### config.mk
export PLATFORM = sky130hd
export DESIGN_NAME = dac_segment_encoder_flat
export DESIGN_NICKNAME = d
export VERILOG_FILES = /design/src/rtl/dac_segment_encoder_if.sv /design/src/rtl/dac_segment_encoder.sv /design/src/flat_wrapper.sv
export SDC_FILE = /design/constraint.sdc
export NUM_CORES = 1
export LEC_CHECK = 0
export BUFFER_PORTS_ARGS = -buffer_cell sky130_fd_sc_hd__buf_2
export CAP_MARGIN = 15
export CORE_ASPECT_RATIO = 2
export CORE_UTILIZATION = 52
export CTS_CLUSTER_DIAMETER = 120
export CTS_CLUSTER_SIZE = 10
export DETAILED_ROUTE_END_ITERATION = 10
export PLACE_DENSITY = 0.75
export SETUP_SLACK_MARGIN = 0.1
export SLEW_MARGIN = 20
export SYNTH_ARGS = -nofsm -noshare
export SYNTH_HDL_FRONTEND = slang
export SYNTH_SLANG_ARGS = --single-unit
### constraint.sdc
create_clock -name clk -period 2.3 [get_ports clk]
set_input_delay 0.23 -clock clk [delete_from_list [all_inputs] [get_ports clk]]
set_output_delay 0.23 -clock clk [all_outputs]
set_load 0.02 [all_outputs]
### src/rtl/dac_segment_encoder_if.sv
// Code handshake from the upstream source plus the registered driver bus
// (power-down-bar, binary and thermometer fields with complements) to driver_cell.
interface dac_segment_encoder_if #(
   parameter int BIN_W   = 7,
   parameter int THERM_W = 17,
   parameter int IN_W    = 12
);
   logic               en;
   logic [IN_W-1:0]    code_in;
   logic               code_valid;
   logic               code_ready;
   logic               pdb;
   logic [BIN_W-1:0]   datain;
   logic [BIN_W-1:0]   datainb;
   logic [THERM_W-1:0] datatherm;
   logic [THERM_W-1:0] datathermb;
   logic               sat_flag;

   modport master (
      output en, code_in, code_valid,
      input  code_ready, pdb, datain, datainb, datatherm, datathermb, sat_flag
   );

   modport slave (
      input  en, code_in, code_valid,
      output code_ready, pdb, datain, datainb, datatherm, datathermb, sat_flag
   );
endinterface

### src/rtl/dac_segment_encoder.sv
// Segmented DAC front-end: saturates a code, splits it into binary LSBs and thermometer
// MSBs over a 2-stage registered pipeline, and sequences pdb around the zero code.
module dac_segment_encoder #(
   parameter int BIN_W         = 7,
   parameter int THERM_W       = 17,
   parameter int IN_W          = 12,
   parameter int SETTLE_CYCLES = 8
) (
   input logic                  clk,
   input logic                  rst,
   dac_segment_encoder_if.slave bus
);
   localparam int              N_W         = IN_W - BIN_W;
   localparam logic [IN_W-1:0] FS_CODE     = IN_W'(THERM_W * (2 ** BIN_W) + (2 ** BIN_W) - 1);
   localparam logic [7:0]      SETTLE_LAST = 8'(SETTLE_CYCLES - 1);

   typedef enum logic [2:0] {
      OFF    = 3'd0,
      WAKE   = 3'd1,
      ACTIVE = 3'd2,
      DRAIN  = 3'd3,
      ZERO   = 3'd4
   } state_t;

   state_t             state_r;
   state_t             next_state_s;
   logic [7:0]         cnt_r;
   logic [7:0]         cnt_next_s;
   logic               pdb_r;
   logic               pdb_next_s;
   logic               ready_r;
   logic               ready_next_s;
   logic               load_zero_s;
   logic               xfer_s;

   logic               s1_valid_r;
   logic               s1_sat_r;
   logic [IN_W-1:0]    s1_code_r;

   logic [N_W-1:0]     n_s;
   logic [BIN_W-1:0]   bin_s;
   logic [THERM_W-1:0] therm_s;

   logic [BIN_W-1:0]   datain_r;
   logic [BIN_W-1:0]   datainb_r;
   logic [THERM_W-1:0] datatherm_r;
   logic [THERM_W-1:0] datathermb_r;
   logic               sat_r;

   assign xfer_s = bus.code_valid && ready_r;

   // State register, shared settle/drain counter and registered control outputs
   always_ff @(posedge clk) begin
      if (rst) begin
         state_r <= OFF;
         cnt_r   <= 8'd0;
         pdb_r   <= 1'b0;
         ready_r <= 1'b0;
      end else begin
         state_r <= next_state_s;
         cnt_r   <= cnt_next_s;
         pdb_r   <= pdb_next_s;
         ready_r <= ready_next_s;
      end
   end

   // Next-state logic; en=0 aborts WAKE, while DRAIN/ZERO always run to completion
   always_comb begin
      next_state_s = state_r;
      cnt_next_s   = 8'd0;
      case (state_r)
         OFF: begin
            if (bus.en) next_state_s = WAKE;
            else        next_state_s = OFF;
         end
         WAKE: begin
            if (!bus.en)                   next_state_s = OFF;
            else if (cnt_r == SETTLE_LAST) next_state_s = ACTIVE;
            else                           cnt_next_s   = cnt_r + 8'd1;
         end
         ACTIVE: begin
            if (!bus.en) next_state_s = DRAIN;
            else         next_state_s = ACTIVE;
         end
         DRAIN: begin
            if (cnt_r == 8'd1) next_state_s = ZERO;
            else               cnt_next_s   = cnt_r + 8'd1;
         end
         ZERO:    next_state_s = OFF;
         default: next_state_s = OFF;
      endcase
   end

   // Control outputs decoded from the upcoming state so they register with it
   always_comb begin
      pdb_next_s   = 1'b0;
      ready_next_s = 1'b0;
      load_zero_s  = 1'b0;
      case (next_state_s)
         OFF:     pdb_next_s = 1'b0;
         WAKE:    pdb_next_s = 1'b1;
         ACTIVE: begin
            pdb_next_s   = 1'b1;
            ready_next_s = 1'b1;
         end
         DRAIN:   pdb_next_s = 1'b1;
         ZERO: begin
            pdb_next_s  = 1'b1;
            load_zero_s = (state_r != ZERO);
         end
         default: pdb_next_s = 1'b0;
      endcase
   end

   // Stage 1: capture the saturated code on a transfer
   always_ff @(posedge clk) begin
      if (rst) begin
         s1_valid_r <= 1'b0;
         s1_sat_r   <= 1'b0;
         s1_code_r  <= '0;
      end else begin
         s1_valid_r <= xfer_s;
         if (xfer_s) begin
            s1_sat_r  <= (bus.code_in > FS_CODE);
            s1_code_r <= (bus.code_in > FS_CODE) ? FS_CODE : bus.code_in;
         end else begin
            s1_sat_r  <= s1_sat_r;
            s1_code_r <= s1_code_r;
         end
      end
   end

   // Segment decode: the upper bits count how many thermometer lines are on
   always_comb begin
      therm_s = '0;
      n_s     = s1_code_r[IN_W-1:BIN_W];
      bin_s   = s1_code_r[BIN_W-1:0];
      for (int i = 0; i < THERM_W; i++) begin
         therm_s[i] = (N_W'(i) < n_s);
      end
   end

   // Stage 2: output registers; true and complement rails load together
   always_ff @(posedge clk) begin
      if (rst || load_zero_s) begin
         datain_r     <= '0;
         datainb_r    <= '1;
         datatherm_r  <= '0;
         datathermb_r <= '1;
         sat_r        <= 1'b0;
      end else if (s1_valid_r) begin
         datain_r     <= bin_s;
         datainb_r    <= ~bin_s;
         datatherm_r  <= therm_s;
         datathermb_r <= ~therm_s;
         sat_r        <= s1_sat_r;
      end else begin
         datain_r     <= datain_r;
         datainb_r    <= datainb_r;
         datatherm_r  <= datatherm_r;
         datathermb_r <= datathermb_r;
         sat_r        <= 1'b0;
      end
   end

   assign bus.code_ready = ready_r;
   assign bus.pdb        = pdb_r;
   assign bus.datain     = datain_r;
   assign bus.datainb    = datainb_r;
   assign bus.datatherm  = datatherm_r;
   assign bus.datathermb = datathermb_r;
   assign bus.sat_flag   = sat_r;

endmodule

### src/flat_wrapper.sv
// flat-port wrapper written by rule: the top's interface ports become plain ports
module dac_segment_encoder_flat 
#(
   parameter int BIN_W         = 7,
   parameter int THERM_W       = 17,
   parameter int IN_W          = 12,
   parameter int SETTLE_CYCLES = 8
)
  (clk, rst, bus_en, bus_code_in, bus_code_valid, bus_code_ready, bus_pdb, bus_datain, bus_datainb, bus_datatherm, bus_datathermb, bus_sat_flag);
  dac_segment_encoder_if #(.BIN_W(BIN_W), .THERM_W(THERM_W), .IN_W(IN_W)) bus_i ();
  input logic clk;
  input logic rst;
  input wire logic [$bits(bus_i.en)-1:0] bus_en;
  input wire logic [$bits(bus_i.code_in)-1:0] bus_code_in;
  input wire logic [$bits(bus_i.code_valid)-1:0] bus_code_valid;
  output wire logic [$bits(bus_i.code_ready)-1:0] bus_code_ready;
  output wire logic [$bits(bus_i.pdb)-1:0] bus_pdb;
  output wire logic [$bits(bus_i.datain)-1:0] bus_datain;
  output wire logic [$bits(bus_i.datainb)-1:0] bus_datainb;
  output wire logic [$bits(bus_i.datatherm)-1:0] bus_datatherm;
  output wire logic [$bits(bus_i.datathermb)-1:0] bus_datathermb;
  output wire logic [$bits(bus_i.sat_flag)-1:0] bus_sat_flag;
  assign bus_i.en = bus_en;
  assign bus_i.code_in = bus_code_in;
  assign bus_i.code_valid = bus_code_valid;
  assign bus_code_ready = bus_i.code_ready;
  assign bus_pdb = bus_i.pdb;
  assign bus_datain = bus_i.datain;
  assign bus_datainb = bus_i.datainb;
  assign bus_datatherm = bus_i.datatherm;
  assign bus_datathermb = bus_i.datathermb;
  assign bus_sat_flag = bus_i.sat_flag;
  dac_segment_encoder #(.BIN_W(BIN_W), .THERM_W(THERM_W), .IN_W(IN_W), .SETTLE_CYCLES(SETTLE_CYCLES)) u_core (.clk(clk), .rst(rst), .bus(bus_i));
endmodule
# Yosys cells after proc, flatten, opt, wreduce, memory -nomap -nowiden
# Index checks and enable logic that the tools add are counted.
[op_classes] magnitude_cmp=18 bitwise_logic=3 multipliers=0 eq_ne=10 div_mod_pow=0 shifts=0 muxes=14 n_addsub=1 n_reduce_logical=5
[ops] cell="less-than comparator 4 x 5 -> 1 bit (first input constant)" n=8
[ops] cell="2-to-1 mux 8 bit" n=3
[ops] cell="less-than comparator 3 x 5 -> 1 bit (first input constant)" n=4
[ops] cell="inverter 17 bit" n=1
[ops] cell="case mux 8 bit (2 select lines)" n=1
[ops] cell="equality test 3 x 2 -> 1 bit (second input constant)" n=4
[ops] cell="greater-than comparator 12 bit (second input constant)" n=1
[ops] cell="2-to-1 mux 12 bit" n=1
[ops] cell="case mux 3 bit (4 select lines)" n=1
[ops] cell="less-than comparator 1 x 5 -> 1 bit (first input constant)" n=2
[ops] cell="less-than comparator 2 x 5 -> 1 bit (first input constant)" n=2
[ops] cell="2-to-1 mux 3 bit" n=3
[ops] cell="adder 8 x 1 -> 8 bit (second input constant)" n=1
[ops] cell="equality test 8 x 1 -> 1 bit (second input constant)" n=1
[ops] cell="equality test 8 x 3 -> 1 bit (second input constant)" n=1
[ops] cell="inverter 7 bit" n=1
[ops] cell="equality test 3 x 1 -> 1 bit (second input constant)" n=2
[ops] cell="less-than comparator 5 bit (first input constant)" n=1
[ops] cell="2-to-1 mux 1 bit" n=5
[ops] cell="OR reduction 4 bit" n=1
[ops] cell="equality test 3 bit (second input constant)" n=1
[ops] cell="zero test 3 bit" n=1
[ops] cell="inequality test 3 bit (second input constant)" n=1
[ops] cell="OR reduction 2 bit" n=1
[ops] cell="3 further kinds" n=3
[totals] word_cells=63 rom_bits=0 ram_bits=0 register_bits=76 memories=0 inputBits=16 latchBits=0

# Logic depth before layout (Yosys ltp)
# Gate-level depths: netlist of run 1.
[logic_depth] word_depth=8 mapped_depth=7 mapped_depth_nobuf=6

# Worst setup path after synthesis of run 1
# Ideal clock, no wire load.
[synth_path] path_type="reg-to-reg" from="reg u_core.cnt_r[5]" to="reg u_core.ready_r (netlist: u_core.bus.code_ready)" t_required_ns=2.171 path_stages_with_launch=5 setup_slack_ns=0.520 setup_time_ns=0.129 t_arrival_ns=1.651 path_cell_list="dfxtp_1 -> or4_4 -> or3_4 -> o221a_2 -> a21boi_0"
[synth_via] elab_chain_len=6 elab_cells_between_ends=8 classes_between="eq/ne (3); mux (5)"
[synth_rtl] item="start, declared" line="dac_segment_encoder.sv:27" text="logic [7:0] cnt_r;"
[synth_rtl] item="start signal, assigned" line="dac_segment_encoder.sv:61" text="cnt_r <= cnt_next_s;"
[synth_rtl] item="equality test 8 x 3 -> 1 bit" line="dac_segment_encoder.sv:78" text="else if (cnt_r == SETTLE_LAST) next_state_s = ACTIVE;"
[synth_rtl] item="2-to-1 mux 3 bit" line="dac_segment_encoder.sv:78"
[synth_rtl] item="2-to-1 mux 3 bit" line="dac_segment_encoder.sv:77" text="if (!bus.en) next_state_s = OFF;"
[synth_rtl] item="case mux 3 bit (4 select lines) *" line="dac_segment_encoder.sv:71" text="case (state_r)"
[synth_rtl] item="equality test 3 x 2 -> 1 bit *" line="dac_segment_encoder.sv:99" text="case (next_state_s)"
[synth_rtl] item="2-to-1 mux 1 bit *" line="dac_segment_encoder.sv:99"
[synth_rtl] item="end signal, assigned" line="dac_segment_encoder.sv:63" text="ready_r <= ready_next_s;"
[synth_rtl] item="end, declared" line="dac_segment_encoder.sv:31" text="logic ready_r;"
# Mark *: on every way between the ends. The rest lies on a longest branch, timed or not.
# A chain may end at the register's enable or synchronous reset.

# Final worst setup path of run 1
[layout_path] from="reg u_core.cnt_r[5]" to="reg u_core.sat_r (netlist: u_core.bus.sat_flag)"
[layout_via] elab_chain_len=8 elab_cells_between_ends=10 classes_between="eq/ne (3); mux (5); reduce/logical (2)"
[layout_rtl] item="equality test 8 x 3 -> 1 bit" line="dac_segment_encoder.sv:78"
[layout_rtl] item="2-to-1 mux 3 bit" line="dac_segment_encoder.sv:78"
[layout_rtl] item="2-to-1 mux 3 bit" line="dac_segment_encoder.sv:77"
[layout_rtl] item="case mux 3 bit (4 select lines) *" line="dac_segment_encoder.sv:71"
[layout_rtl] item="equality test 3 bit *" line="dac_segment_encoder.sv:99"
[layout_rtl] item="2-to-1 mux 1 bit *" line="dac_segment_encoder.sv:99"
[layout_rtl] item="logical OR 1 bit *" line="dac_segment_encoder.sv:145" text="if (rst || load_zero_s) begin"
[layout_rtl] item="OR reduction 2 bit (no source line) *"
[layout_rtl] item="end signal, assigned" line="dac_segment_encoder.sv:156" text="sat_r <= s1_sat_r;"
[layout_rtl] item="end, declared" line="dac_segment_encoder.sv:48" text="logic sat_r;"
# Marks and branches as above.

==> summary.txt, run 1 <==
Status -> finished clean
Final HPWL DP -> 4340 um
Register area share after synthesis -> 0.547
Fraction of layout cells with a size suffix above 1 -> 0.235
Setup Buffers After CTS -> 0
H-tree Lvls -> 3
Slew Limit Fails -> 0
Skew-Pair Late Insertion Delay -> 0.35 ns
Post-synth top area share -> 0.547
Pleak -> 1.42 nW
Ys Warns -> 0
Nets -> 391
Starting DRT DRC Count -> 57
Cell area after synthesis -> 2780 um2
Initial antenna violation count -> 0
Slew margin rel. -> 0.499
CTS sink cnt -> 76
WP data arrival -> 2.15 ns
Crit Path Max Fanout -> 16
Worst hold-check path type -> in -> reg
# diodes -> 0
Post-Syn Area per Cell -> 8.89 um2
Worst Setup Start Kind -> flip-flop
Clock root buffer -> clkbuf_8
Area Overhead vs Synth -> 20.0%
GRT Overall Usage -> 0.247
Final setup violation count -> 0
CTS Hold Bufs -> 0
Ports -> 67
CTS tree -> yes
CP endpoint kind -> flip-flop
Post-synthesis instance total -> 313
Post-synthesis cell type count -> 39
Largest net degree at the start of global routing -> 48
First-pass GRT wire length -> 10200 um
Clock slew at reported path FFs -> 0.08 ns
Synth area leader -> dfxtp_1
Final Skew -> 0.00593 ns
Vias/cell -> 5.43
Fin. Hold Viols -> 0
Vias -> 2367
Grt total ovfl -> 0
Drt first pass iters -> 4
Yosys reg bits -> 76
WL final -> 6060 um
Remaining antenna violation count -> 0
Post-Route Utilization -> 0.650
IR drop worst, VDD -> 0.000687 V
Syn_nets -> 331
CP Data Required Time -> 2.55 ns
DIE AREA -> 5670 um2
CORE AREA -> 5140 um2
DRC violations left -> 0
Clk buf depth -> 2
Final GP Congestion -> 0.892
Pwr/cell area -> 753 nW/um2
Final worst-path cycle share -> 0.827
Rows -> 37
Fin crit period -> 1.90 ns
Per-cell routed wire length -> 13.9 um
DIE HEIGHT -> 105 um
Slew @ Worst Pin -> 0.742 ns
Initial core utilization -> 0.542
Critical path class -> reg -> reg
MaxCap Viol Count -> 0
Setup_tns -> 0 ns
RSZ-0062 raised after global routing -> false
Post-CTS Resized -> 0
Fmax -> 526 MHz
Die width -> 53.7 um
Port Buffers -> 66
Vias in the first global route -> 2291
Top area cells in the synthesized netlist -> dfxtp_1 (55%), nand2_1 (6.2%), o21ai_0 (5.6%), a21oi_1 (4.3%), nor2_1 (3.5%)
TritonCTS buffer count -> 9
[registers in the layout, indices dropped and copies added, names as in the netlist]
name and flops:
u_core.bus.datathermb 17, u_core.bus.sat_flag 1, u_core.s1_valid_r 1, u_core.state_r 3
u_core.bus.datatherm 17, u_core.bus.code_ready 1, u_core.bus.datain 7, u_core.bus.datainb 7
u_core.s1_sat_r 1, u_core.cnt_r 8, u_core.bus.pdb 1, u_core.s1_code_r 12
[final cells by class]
class	count	area, um2
Inverter	14	52.6
Timing Repair Buffer	68	345
Sequential cell	76	1520
Tap cell	58	72.6
Clock buffer	11	141
Fill cell	455	1800
Clock inverter	5	83.8
Multi-Input combinational cell	204	1120
[cell families after synthesis]
family	synth area share
compound gates	0.191
xor+xnor	0.0189
fa+ha+maj	0.00899
buf+inv	0.0504
flops	0.547
simple gates	0.184
[per-layer routing]
metal,up-vias,global-route usage,wire length [um]
li1,1184,-,-
met5,-,0,0
met2,55,0.441,3360
met4,0,0.102,121
met1,1119,0.253,2340
met3,9,0.0649,232
[cell usage in the layout (no fill, tap or decap), types with 3 or more instances in the layout]
master / n
xor2_1: 4
buf_2: 66
o211ai_1: 3
nand3b_1: 4
o22ai_1: 3
nand3_1: 8
o21ai_0: 31
o21a_1: 11
and3_1: 4
nand2_1: 46
nor2_1: 26
dfxtp_1: 76
a21oi_1: 24
nor3_1: 10
clkbuf_8: 10
inv_1: 14
[power by group]
| part | internal [mW] | total (mW) | switching [mW] |
|---|---|---|---|
| combinational | 0.0226 | 0.0595 | 0.0369 |
| sequential | 1.32 | 1.32 | 0.00199 |
| clock | 0.645 | 1.13 | 0.490 |
| total | 1.98 | 2.51 | 0.529 |
[worst max-delay path, stage by stage, from the launching register on]
cell,delay (ns)
dfxtp_1,0.33
or4_4,0.58
or3_4,0.41
o21a_4,0.27
and3_1,0.19
[synth_stat cells]
cell	count
a211oi_1	1
a21boi_0	2
a21o_1	1
a21oi_1	24
a31oi_1	2
and2_1	2
and3_1	4
and3_2	1
buf_1	1
buf_2	1
buf_6	2
clkbuf_1	15
dfxtp_1	76
ha_1	2
inv_1	14
nand2_1	46
nand2b_1	2
nand3_1	8
nand3b_1	4
nand4_1	1
nor2_1	26
nor2b_1	1
nor3_1	10
nor4_1	2
nor4b_1	2
o211ai_1	3
o21a_1	11
o21a_4	1
o21ai_0	31
o221a_2	1
o22ai_1	3
o2bb2ai_1	2
o31a_1	1
o41ai_1	1
o41ai_4	1
or3_4	1
or4_4	1
xnor2_1	2
xor2_1	4
[per-stage QoR]
stage               setup WS (ns)  area, um2  hold WS (ns)  std cells  total power, mW
global placement            0.438       3110         0.431        420             1.41
global route                0.335       3340         0.122        436             2.60
floorplan                   0.520       2780         0.366        313             1.39
detailed placement          0.412       3110         0.436        420             1.41
finish                      0.397       3340         0.113        436             2.51
CTS                         0.395       3340         0.114        436             2.52
[path summary, 6_finish.rpt]
check / startpoint / endpoint / slack, ns / cells after the start
min reg2reg: u_core.bus.datatherm[7]$_SDFFE_PP0P_ / u_core.bus.datatherm[7]$_SDFFE_PP0P_ / 0.45 / 1
max reg2reg: u_core.cnt_r[5]$_SDFF_PP0_ / u_core.bus.sat_flag$_SDFF_PP0_ / 0.40 / 4
max: u_core.cnt_r[5]$_SDFF_PP0_ / u_core.bus.sat_flag$_SDFF_PP0_ / 0.40 / 4
min: bus_code_in[6] / u_core.s1_code_r[6]$_SDFFE_PP0P_ / 0.11 / 3
Note: power is estimated with default switching activity, not from simulation.
==> run 2, diff against run 1 <==
--- a/config.mk
+++ b/config.mk
@@ -5,10 +5,11 @@
 export SDC_FILE = /design/constraint.sdc
 export NUM_CORES = 1
 export LEC_CHECK = 0
+export ABC_AREA = 1
 export BUFFER_PORTS_ARGS = -buffer_cell sky130_fd_sc_hd__buf_2
 export CAP_MARGIN = 15
 export CORE_ASPECT_RATIO = 2
-export CORE_UTILIZATION = 52
+export CORE_UTILIZATION = 53
 export CTS_CLUSTER_DIAMETER = 120
 export CTS_CLUSTER_SIZE = 10
 export DETAILED_ROUTE_END_ITERATION = 10
==> constraint.sdc (replaced) <==
create_clock -name clk -period 1.8 [get_ports clk]
set_input_delay 0.18 -clock clk [delete_from_list [all_inputs] [get_ports clk]]
set_output_delay 0.18 -clock clk [all_outputs]
set_load 0.02 [all_outputs]
==> run 2 against run 1 <==
  * Critical path type unchanged
  * Combinational power rose by 47%
  * Utilization fell by 0.26 points
  * Largest power group unchanged
  * Global-route usage barely moved
  * Synthesized cell count rose by 9.9%
  * Count of clock-buffer cells in the layout rose by 4
==> summary.txt, run 2 <==
Vias/cell -> 5.17
Pwr/cell area -> 841 nW/um2
Placed cell count -> 463
Commonest non-fill, non-tap cell in the layout -> dfxtp_1
Vias -> 2476
Fin crit period -> 1.53 ns
Port Buffers -> 66
Setup_tns -> 0 ns
IR drop worst, VDD -> 0.000759 V
Yosys reg bits -> 76
Nets -> 432
Slew Limit Fails -> 0
DIE AREA -> 5900 um2
Slew margin rel. -> 0.607
Clock root buffer -> clkbuf_8
Fin. Hold Viols -> 0
Remaining antenna violation count -> 0
Hold WS -> 0.105 ns
TritonCTS buffer count -> 9
Die width -> 54.8 um
Ys Warns -> 0
Largest net degree at the start of global routing -> 26
Ys async rst share -> 0
Count leader, synth -> dfxtp_1
Synth Flop Type -> dfxtp_1
# diodes -> 0
Drt first pass iters -> 5
Syn_nets -> 362
Synth area leader -> dfxtp_1
Vias in the first global route -> 2408
Top area cells in the synthesized netlist -> dfxtp_1 (51%), nor2_1 (6.1%), a21oi_1 (5.9%), nand2_1 (5.2%), o21ai_0 (4.4%)
Post-CTS Resized -> 0
Cell area after synthesis -> 2960 um2
WL final -> 6560 um
Setup ws final -> 0.274 ns
Setup WS pre-CTS -> 0.285 ns
Clk buf depth -> 2
CTS Hold Bufs -> 0
Area Overhead vs Synth -> 18.5%
First-pass GRT wire length -> 10400 um
Skew-Pair Late Insertion Delay -> 0.34 ns
Most frequent cells after synthesis -> dfxtp_1 (76), nor2_1 (48), nand2_1 (41)
CORE AREA -> 5420 um2
Most frequent cells in the layout -> dfxtp_1 (76), buf_2 (66), nor2_1 (48)
GRT Overall Usage -> 0.247
CP Data Required Time -> 2.01 ns
FILL cells -> 479
Post-synthesis cell type count -> 36
Worst hold-check path type -> in -> reg
Total Power -> 2.95 mW
Per-cell routed wire length -> 13.7 um
Worst Setup Start Kind -> flip-flop
Rows -> 38
Register area share after synthesis -> 0.514
Final HPWL DP -> 5000 um
Status -> finished clean
Setup Buffers After CTS -> 0
Post-synth top area share -> 0.514
Slowest library cell on the worst path -> dfxtp_1
Max incr delay on CP -> 0.36 ns
Initial core utilization -> 0.546
Post-Syn Area per Cell -> 8.60 um2
Clock slew at reported path FFs -> 0.07 ns
Starting DRT DRC Count -> 66
Ports -> 67
Final GP Congestion -> 0.805
RSZ-0062 raised after global routing -> false
Fraction of layout cells with a size suffix above 1 -> 0.325
Final worst-path cycle share -> 0.848
Slew @ Worst Pin -> 0.586 ns
Pleak -> 1.53 nW
MaxCap Viol Count -> 0
CP endpoint kind -> flip-flop
Post-synthesis instance total -> 344
DIE HEIGHT -> 108 um
Initial antenna violation count -> 0
Crit Path Max Fanout -> 24
Critical path class -> reg -> reg
CTS sink cnt -> 76
DRC violations left -> 0
Post-synth EDFFs -> 0
Worst-path cell chain -> inv_1, ha_1, nand2_2, nor2_4, nand2_4, nand2_8, inv_4, o21ai_0
CTS tree -> yes
Grt total ovfl -> 0
WP data arrival -> 1.73 ns
Final Non-Filler Cells -> 479
Fmax -> 655 MHz
Final Skew -> 0.00646 ns
H-tree Lvls -> 3
Final setup violation count -> 0
-- run 2: layout make-up --
cell class | count | area (um2) | share of cell area
inverter | 28 | 110 | 0.0314
tap | 60 | 75.1 | 0.0214
sequential | 76 | 1520 | 0.434
clock inverter | 1 | 5.00 | 0.00143
clock buffer | 15 | 176 | 0.0503
multi-input combinational | 227 | 1240 | 0.355
timing repair buffer | 72 | 375 | 0.107
-- run 2: kinds of logic (layout without fill, tap and decap cells) --
group	after synthesis	count (layout)	synth area share
flip-flops	76	76	0.514
AND/OR/NAND/NOR	132	132	0.220
AO/OA/AOI/OAI	89	89	0.180
buffers and inverters	41	116	0.0655
adder cells (fa/ha/maj)	2	2	0.00846
XOR/XNOR	4	4	0.0118
-- run 2: path summary, 6_finish.rpt --
check                                     from                                     end  slack [ns]  cells past startpoint
setup / recovery    u_core.cnt_r[1]$_SDFF_PP0_  u_core.bus.datathermb[16]$_SDFFE_PP1P_        0.27                      8
hold / removal                  bus_code_in[5]        u_core.s1_code_r[5]$_SDFFE_PP0P_        0.10                      3
setup reg to reg    u_core.cnt_r[1]$_SDFF_PP0_  u_core.bus.datathermb[16]$_SDFFE_PP1P_        0.27                      8
hold reg to reg   u_core.s1_sat_r$_SDFFE_PP0P_          u_core.bus.sat_flag$_SDFF_PP0_        0.46                      2
-- run 2: routing by layer --
layer / vias to the layer above / track usage / share of wire
met5: - / 0 / 0
li1: 1264 / - / -
met4: 0 / 0.112 / 0.029
met1: 1139 / 0.226 / 0.37
met2: 58 / 0.459 / 0.57
met3: 15 / 0.0706 / 0.030
-- run 2: stage by stage --
stage                     area (um2)  utilization
after floorplan                 2960            -
after global placement          3330        0.614
after detailed placement        3330        0.614
after CTS                       3510        0.647
after global routing            3510        0.647
final                           3510        0.647
-- run 2: report_power, final --
part           internal (mW)  total (mW)  switching (mW)
logic                 0.0294      0.0874          0.0580
registers               1.68        1.69         0.00168
clock network          0.614        1.18           0.563
total                   2.33        2.95           0.623
-- run 2: critical path: cells and delay by family (launching register included) --
kind                     cells  cell delay (ns)
adder cells (fa/ha/maj)      1             0.18
flip-flops                   1             0.36
AO/OA/AOI/OAI                1             0.15
AND/OR/NAND/NOR              4             0.36
buffers and inverters        2             0.33
==> run 3, diff against run 2 <==
==> constraint.sdc (replaced) <==
create_clock -name clk -period 1.52 [get_ports clk]
set_input_delay 0.152 -clock clk [delete_from_list [all_inputs] [get_ports clk]]
set_output_delay 0.152 -clock clk [all_outputs]
set_load 0.02 [all_outputs]
==> run 3 against run 2 <==
  * First-iteration DRC count is 3.0% lower
  * Critical path type unchanged
  * Setup slack worse by 0.099 ns
  * Sequential share of layout area is 1.3 points lower
  * Largest power group unchanged
  * Largest cell class unchanged
==> summary.txt, run 3 (synthesized netlist as in run 2, its figures left out) <==
Final Non-Filler Cells -> 484
Most frequent cells in the layout -> dfxtp_1 (74), buf_2 (66), nor2_1 (47)
DIE AREA -> 5900 um2
Worst Setup Start Kind -> flip-flop
Sw Pwr -> 0.760 mW
CORE AREA -> 5420 um2
Initial antenna violation count -> 0
Final worst-path cycle share -> 0.885
Slowest library cell on the worst path -> dfxtp_2
Commonest non-fill, non-tap cell in the layout -> dfxtp_1
Crit Path Max Fanout -> 4
Vias/cell -> 5.27
Status -> finished clean
DIE HEIGHT -> 108 um
Drt first pass iters -> 6
CP endpoint kind -> flip-flop
Setup ws final -> 0.175 ns
Switching Share -> 0.204
Clock root buffer -> clkbuf_8
Fmax -> 744 MHz
Pleak -> 1.59 nW
WL final -> 6860 um
Final setup violation count -> 0
Max incr delay on CP -> 0.33 ns
CTS sink cnt -> 76
Setup WS pre-CTS -> 0.0986 ns
Clock power share -> 0.431
# diodes -> 0
Die width -> 54.8 um
Clock slew at reported path FFs -> 0.07 ns
Fraction of layout cells with a size suffix above 1 -> 0.349
Final HPWL DP -> 5050 um
Slew @ Worst Pin -> 0.363 ns
Fin. Hold Viols -> 0
DRC violations left -> 0
Initial core utilization -> 0.546
Ports -> 67
Final Skew -> 0.00697 ns
Final GP Congestion -> 0.879
Vias -> 2550
Slew Limit Fails -> 0
Critical path class -> reg -> reg
Per-cell routed wire length -> 14.2 um
Starting DRT DRC Count -> 64
H-tree Lvls -> 3
Vias in the first global route -> 2494
Rows -> 38
First-pass GRT wire length -> 11100 um
Slew margin rel. -> 0.757
GRT Overall Usage -> 0.269
Logic gate share of total power -> 0.033
Nets -> 439
Worst hold-check path type -> in -> reg
Fin crit period -> 1.34 ns
TritonCTS buffer count -> 9
RSZ-0062 raised after global routing -> true
Grt total ovfl -> 0
Pint -> 2.96 mW
MaxCap Viol Count -> 0
Area Overhead vs Synth -> 22.4%
IR drop worst, VDD -> 0.000875 V
Remaining antenna violation count -> 0
Setup_tns -> 0 ns
Largest net degree at the start of global routing -> 26
Clk buf depth -> 2
Skew-Pair Late Insertion Delay -> 0.36 ns
WP data arrival -> 1.61 ns
Placed cell count -> 470
CTS tree -> yes
CP Data Required Time -> 1.78 ns
Worst-path cell chain -> inv_1, ha_1, nand2_2, o21ai_4, nand2_1, nor2_1, nand3_1, nand2_1, inv_1
Pwr/cell area -> 1030 nW/um2
Seq pwr share -> 0.537
Port Buffers -> 66
==> run 3: routing by layer <==
metal  vias up  routed length [um]  track usage
li1       1280                   -            -
met1      1179                2390        0.259
met2        67                3970        0.472
met3        24                 239       0.0579
met4         0                 260        0.178
met5         -                   0            0
==> run 3: through the flow <==
stage / hold WS [ns] / cell area [um2] / power (mW) / utilization
floorplan: 0.293 / 2960 / 2.11 / -
global placement: 0.419 / 3390 / 2.16 / 0.626
detailed placement: 0.416 / 3390 / 2.16 / 0.626
CTS: 0.0496 / 3600 / 3.72 / 0.665
global route: 0.0688 / 3620 / 3.82 / 0.668
finish: 0.0538 / 3620 / 3.72 / 0.668
==> run 3: worst max-delay path, delay by kind of cell, from the launching register on <==
family | cells | cell delay [ns]
compound gates | 1 | 0.19
fa+ha+maj | 1 | 0.14
buf+inv | 2 | 0.08
flops | 1 | 0.33
simple gates | 5 | 0.51
==> run 3: path summary, 6_finish.rpt <==
path                              startpoint                                to  slack (ns)  depth (start not counted)
setup reg to reg  u_core.cnt_r[1]$_SDFF_PP0_         u_core.bus.pdb$_SDFF_PP0_        0.18                          9
hold / removal                bus_code_in[3]  u_core.s1_code_r[3]$_SDFFE_PP0P_        0.05                          3
hold reg to reg   u_core.cnt_r[0]$_SDFF_PP0_        u_core.cnt_r[0]$_SDFF_PP0_        0.44                          1
setup / recovery  u_core.cnt_r[1]$_SDFF_PP0_         u_core.bus.pdb$_SDFF_PP0_        0.18                          9
==> run 3: final cells by class <==
cell class | count | area (um2)
multi-input combinational | 227 | 1250
sequential | 76 | 1520
fill | 487 | 1800
timing repair buffer | 79 | 444
inverter | 28 | 115
clock inverter | 1 | 30.0
tap | 60 | 75.1
clock buffer | 13 | 179
==> run 3: power by group through the flow <==
stage | clock, mW | sequential, mW | combinational (mW)
floorplan | 0 | 2.04 | 0.0696
global placement | 0 | 2.04 | 0.114
detailed placement | 0 | 2.04 | 0.117
CTS | 1.61 | 2.00 | 0.119
global route | 1.70 | 2.00 | 0.132
finish | 1.60 | 2.00 | 0.121
==> run 3: timing repair <==
| action | CTS | global route |
|---|---|---|
| pin swaps | 0 | 1 |
| gates resized for setup | 1 | 7 |
| endpoints found under the setup margin | 8 | 51 |
| hold buffers | 0 | 0 |
| buffers inserted | 0 | 0 |
